### src/rtl/return_stack.sv
// Return-address LIFO for the monocycle CPU: JAL pushes PC+1 and JR pops it.
// The top of stack is combinational, so the PC mux can load it in the cycle pop is asserted.
module return_stack #(
    parameter int ADDR_WIDTH = 10,
    parameter int DEPTH      = 16,
    parameter int PTR_WIDTH  = $clog2(DEPTH) + 1
) (
    input  logic                  clk,
    input  logic                  reset,
    input  logic                  en,
    input  logic                  push,
    input  logic                  pop,
    input  logic [ADDR_WIDTH-1:0] ret_addr_in,
    output logic [ADDR_WIDTH-1:0] ret_addr_out,
    output logic                  empty,
    output logic                  full,
    output logic [PTR_WIDTH-1:0]  count,
    output logic                  overflow_err,
    output logic                  underflow_err
);

    localparam logic [PTR_WIDTH-1:0] DEPTH_P = PTR_WIDTH'(DEPTH);
    localparam int IDX_WIDTH = PTR_WIDTH - 1;

    logic [ADDR_WIDTH-1:0] mem [DEPTH];
    logic [PTR_WIDTH-1:0]  sp;
    logic [PTR_WIDTH-1:0]  sp_next;
    logic [PTR_WIDTH-1:0]  sp_dec;
    logic [IDX_WIDTH-1:0]  top_idx;
    logic [IDX_WIDTH-1:0]  wr_idx;
    logic                  wr_en;
    logic                  v_push;
    logic                  v_pop;
    logic                  set_ovf;
    logic                  set_unf;

    assign v_push  = en & push;
    assign v_pop   = en & pop;
    assign empty   = (sp == '0);
    assign full    = (sp == DEPTH_P);
    assign count   = sp;
    assign sp_dec  = sp - 1'b1;
    assign top_idx = sp_dec[IDX_WIDTH-1:0];

    assign ret_addr_out = empty ? '0 : mem[top_idx];

    // Push+pop on a non-empty stack rewrites the top in place; on an empty one it is a plain push.
    always_comb begin
        sp_next = sp;
        wr_en   = 1'b0;
        wr_idx  = sp[IDX_WIDTH-1:0];
        set_ovf = 1'b0;
        set_unf = 1'b0;
        if (v_push && v_pop) begin
            wr_en = 1'b1;
            if (empty) begin
                set_unf = 1'b1;
                sp_next = sp + 1'b1;
            end else begin
                wr_idx = top_idx;
            end
        end else if (v_push) begin
            if (full) begin
                set_ovf = 1'b1;
            end else begin
                wr_en   = 1'b1;
                sp_next = sp + 1'b1;
            end
        end else if (v_pop) begin
            if (empty) begin
                set_unf = 1'b1;
            end else begin
                sp_next = sp_dec;
            end
        end
    end

    always_ff @(posedge clk or posedge reset) begin
        if (reset) begin
            sp            <= '0;
            overflow_err  <= 1'b0;
            underflow_err <= 1'b0;
        end else begin
            sp <= sp_next;
            if (set_ovf) overflow_err  <= 1'b1;
            if (set_unf) underflow_err <= 1'b1;
        end
    end

    // NOTE: the array has no reset; entries at or above sp are never visible, so clearing them buys nothing.
    always_ff @(posedge clk) begin
        if (wr_en) mem[wr_idx] <= ret_addr_in;
    end

endmodule

### config.mk
export PLATFORM = sky130hd
export DESIGN_NAME = return_stack
export DESIGN_NICKNAME = d
export VERILOG_FILES = /design/src/rtl/return_stack.sv
export SDC_FILE = /design/constraint.sdc
export NUM_CORES = 1
export LEC_CHECK = 0
export ABC_AREA = 1
export CAP_MARGIN = 20
export CORE_MARGIN = 2
export CORE_UTILIZATION = 25
export DETAILED_ROUTE_END_ITERATION = 10
export GPL_ROUTABILITY_DRIVEN = 0
export PLACE_DENSITY = 0.4
export SKIP_LAST_GASP = 1
export SYNTH_ARGS = -nofsm -noshare
export SYNTH_HDL_FRONTEND = slang
export SYNTH_SLANG_ARGS = --single-unit
export TNS_END_PERCENT = 10
### constraint.sdc
create_clock -name clk -period 2.5 [get_ports clk]
set_clock_uncertainty 0.05 [all_clocks]
set_input_delay 0.375 -clock clk [delete_from_list [all_inputs] [get_ports clk]]
set_output_delay 0.375 -clock clk [all_outputs]
set_load 0.02 [all_outputs]
## After elaboration in Yosys (flattened, before gate mapping)

Memories as Yosys holds them, arrays and structs flattened.
Cells that the tools add are included.

| storage, ports and cells | value |
|---|---|
| word-level logic and storage cells | 37 |
| bits of input ports | 15 |
| memories | 1 |
| output and inout port bits | 19 |
| bits in registers | 7 |
| memory bits (writable) | 160 |

Memory list:

| memory | words | width | read ports | clocked after Yosys merged registers in | write ports | RTL line | RTL |
|---|---|---|---|---|---|---|---|
| mem | 16 | 10 | 1 | 0 | 1 | 25 | `logic [ADDR_WIDTH-1:0] mem [DEPTH];` |

| cells by class | value |
|---|---|
| equality and inequality tests | 4 |
| mux-type cells | 21 |
| bitwise gates (word level) | 2 |
| reduce and logical (&&, ||, !) cells | 4 |
| add/sub/neg operators | 2 |

Operator list:

| cell | number |
|---|---|
| $mux 5 | 6 |
| $mux 1 | 12 |
| $mux 10 | 1 |
| $mux 4 | 2 |
| $add 5x1->5 const B | 1 |
| $eq 5x5->1 const B | 1 |
| $logic_not 5->1 | 1 |
| $sub 5x1->5 const B | 1 |
| $reduce_and 4->1 | 1 |
| $ne 3x1->1 const B | 1 |
| $ne 3x2->1 const B | 1 |
| $reduce_bool 3->1 | 1 |
| $and 1x1->1 | 2 |
| $ne 2x2->1 const B | 1 |
| $logic_and 1x1->1 | 1 |

## Longest topological paths before layout

| logic depth | value |
|---|---|
| depth in word-level cells | 6 |
| mapped depth | 13 |

## Least setup slack after synthesis

Ideal clock, no wire load.

| timing path | value |
|---|---|
| kind | register to register |
| start | register sp[0] (netlist: count[0]) |
| end | memory mem[14][0] (enable) |
| period minus slack after synthesis | 2796 ps |
| path buffers | 4 |
| path slack | -296 ps |
| stages on the path, launching flop included | 10 |
| arrival time | 2370 ps |
| library setup time | 376 ps |
| cells stage by stage | dfrtp_1 inv_2 buf_2 clkbuf_1 ha_1 buf_2 buf_2 o21ai_1 nand2_1 nor2_1 |

| between the ends | value |
|---|---|
| longest elaborated chain between the ends | 6 |
| elaborated cells on any way between the ends | 10 |
| those cells by class | 1 x add/sub; 1 x eq/ne; 7 x mux; 1 x reduce/logical |

RTL lines:

| element | RTL line | RTL |
|---|---|---|
| from (decl) | 26 | `logic [PTR_WIDTH-1:0] sp;` |
| from (signal assigned) | 84 | `sp <= sp_next;` |
| $eq 5x5->1 | 40 | `assign full = (sp == DEPTH_P);` |
| $mux 1 | 63 | `if (full) begin` |
| $mux 1 | 62 | `end else if (v_push) begin` |
| $mux 1 | 54 | `if (v_push && v_pop) begin` |
| $mux 1 | 92 | `if (wr_en) mem[wr_idx] <= ret_addr_in;` |
| $mux 1 (not written as such) | 92 |  |
| to (decl) | 25 |  |

Parallel ways exist; a longest one is shown, timed or not.

## Worst setup path after layout

| timing path | value |
|---|---|
| start | register sp[2] (netlist: count[2]) |
| end | output empty |

| between the ends | value |
|---|---|
| longest elaborated chain between the ends | 1 |

RTL lines:

| element | RTL line | RTL |
|---|---|---|
| $logic_not 5->1 | 39 | `assign empty = (sp == '0);` |
| to (decl) | 15 | `output logic empty,` |

Every way passes these cells.

==> flow_summary.toml <==
[setup_path]
worstSetupEndpointType = "output pin"
regToRegSetupSlack_ps = 70
rr_endpoint = "mem[4][1]"
crit_arrival_ps = 2100
max_stage_delay_ps = 660
critical_path_class = "reg2out"
critical_path_buf_inv_count = 3
crit_chain = "buf_4 > nor2_4 > nand3_4 > inv_1 > clkdlybuf4s50_1"
worstReg2RegStart = "count[1]"
timing.reg2reg.worst_path_depth = 15
critical_path.top_delay_family = "buffers and inverters"
startpoint_type = "register"
crit_fanout = 6
cp.required_ps = 2080
crit_path_top_delay_cell = "clkdlybuf4s50_1"

[clock_network]
clock_path_buffers = 2
cts_tree = "yes"
cts.sinks = 167
htreeDepth = 4
clkLatencyLatePin_ps = 420
numCtsBuffers = 17
clockRootBuffer = "clkbuf_16"
path_clk_slew_ps = 70

[detailed_routing]
via_per_inst = 4.49
firstDrtPassIters = 5
vias = 4943
wire_per_inst_um = 18.0
ant_nets = 0
drt-total-wl_um = 19800
drt-initial-drc-count = 455
drc = 0

[timing]
setup_violations = 7
finalCriticalPeriod_ps = 2530
hold_violations = 0
relSlewSlack_pct = 51.8
fin_hold_ws_ps = 155
finalCritPeriodShare_pct = 101
worst_pin_slew_ps = 721
rsz0062_at_grt = "true"
final_max_slew_viol_count = 0
final.setup.worst_slack_ps = -27.7
fmax_mhz = 396

[yosys]
synth_enable_flop_cells = 160
ys_types = 28
syn_inst = 632
yosysTopAreaCellShare_pct = 67.8
synth_top_cell_by_area = "edfxtp_1"
yosysSeqAreaShare_pct = 70.3
ys_top_cells_by_count = "edfxtp_1, nor2_1, nand2_1"
synth_nets = 650
avgSynthCellArea_sq_um = 11.2
netlist_top_cells_area = "edfxtp_1, nor2_1, nand2_1"
ys_seq_elements = 167
yosysWarnings = 0
synth_area_sq_um = 7090
ys_async_sr_fraction_pct = 4.19
synth.most_common_cell = "edfxtp_1"
synth-main-ff-cell = "edfxtp_1"

[floorplanning]
die_w_um = 172
die_h_um = 172
dieArea_sq_um = 29700
boundaryPins = 34
rows = 61
coreArea_sq_um = 27900
start_util_pct = 25.4

[layout]
fin_area_sq_um = 9410
fin_nets = 727
antenna_cells = 0
multi_input_area_sq_um = 2160
syn2layout_area_growth_pct = 32.8
nFillCells = 2764
regArea_sq_um = 4980
fin_cells = 1100
drive_above_1_share_pct = 24.5

[min_path]
hp-class = "in2async"

[pwr]
leakagePower_nw = 3.32
power_mw = 13.3
power.density_nw_per_um2 = 1410
vdd_ir_drop_max_mv = 1.16

[outcome]
violations = "setup timing"
outcome = "finished, violations left"

[global_routing]
grt_util_all_layers_pct = 13.8
first_global_vias = 4858
grt.overflow.total = 0
grt_max_degree = 36
grt_first_pass_wirelength_um = 29800
antenna_found_initial = 0

[placement]
place_area_sq_um = 8450
hpwl_um = 12500
pre_cts_ws_ps = -190
dpl.cell_count = 1060
portBuffers = 33

[flow_run]
drv_cap = 0
cells by family after synthesis:
family	synth area share, %
and+or+nand+nor	20.4
buffers and inverters	3.05
xor gates and xnor gates	0.706
adders and majority gates	0.530
DFF	70.3
AOI/OAI and AO/OA	5.00
how the worst max path moves through the flow:
stage,startpoint,endpoint,slack (ps),cells after the start
after global placement,count[0],ret_addr_out[8],-160,8
after CTS,count[1],ret_addr_out[2],-60,13
after detailed placement,count[1],ret_addr_out[2],-190,12
final,count[2],empty,-30,5
after global routing,count[0],ret_addr_out[4],-130,9
after floorplan,count[0],mem[10][0],2,9
per-layer routing:
| metal | part of all wire (%) | GRT usage (%) | vias up |
|---|---|---|---|
| met2 | 47 | 22.3 | 103 |
| met4 | 0.97 | 3.36 | 0 |
| li1 | - | - | 2355 |
| met5 | 0 | 0 | - |
| met1 | 48 | 19.0 | 2471 |
| met3 | 3.7 | 2.86 | 14 |
worst register-to-register path, delay by kind of cell, from the launching register on:
family | cells | cell delay [ps]
buffers and inverters | 6 | 680
AND/OR/NAND/NOR | 8 | 910
flip-flops | 1 | 360
adder cells (fa/ha/maj) | 1 | 160
state kept, by name, summed over array words and instances, names as in the netlist:
name and count:
overflow_err 1, underflow_err 1, mem 160, count 5
placed cells by master, fill, tap and decap left out, types with 3 or more instances in the layout:
cell type and instances:
buf_6 15, o21ai_0 45, buf_4 22, clkdlybuf4s50_1 23, inv_6 5, nor2_4 12, a21oi_2 3, clkinv_2 3
edfxtp_1 160, nand2_1 105, buf_12 24, clkbuf_16 18, dfrtp_1 6, o21ai_1 14, nand3_1 67, nor2_1 104
nor2_2 20, inv_8 4, inv_1 11, nand2_2 13, nand3_2 16, a21oi_1 3
metrics by stage:
step	util, %	setup TNS, ps
floorplan	-	0
global placement	30.3	-1050
detailed placement	30.3	-1310
CTS	33.3	-448
global route	33.8	-5430
finish	33.8	-69.9
power by group:
| part | switching (mW) | internal [mW] | total [mW] |
|---|---|---|---|
| sequential | 0.0847 | 3.25 | 3.34 |
| clock | 1.15 | 1.40 | 2.55 |
| combinational | 4.33 | 3.06 | 7.39 |
| total | 5.57 | 7.71 | 13.3 |
layout make-up:
type                       instances  share of cell area [%]
clock buffer                      18                    4.56
clock inverter                    14                    1.48
inverter                          16                   0.798
multi-input combinational        418                    22.9
sequential                       167                    52.9
tap                              378                    5.03
timing repair buffer              89                    12.3
what timing repair did:
action                     in CTS  in global routing
setup endpoints to repair      12                137
gates resized for setup       107                 33
cloned                          2                  1
pin swaps                      24                 11
buffers inserted                3                  2
hold buffers                    0                  0
Power figures use the tool's default switching activity.
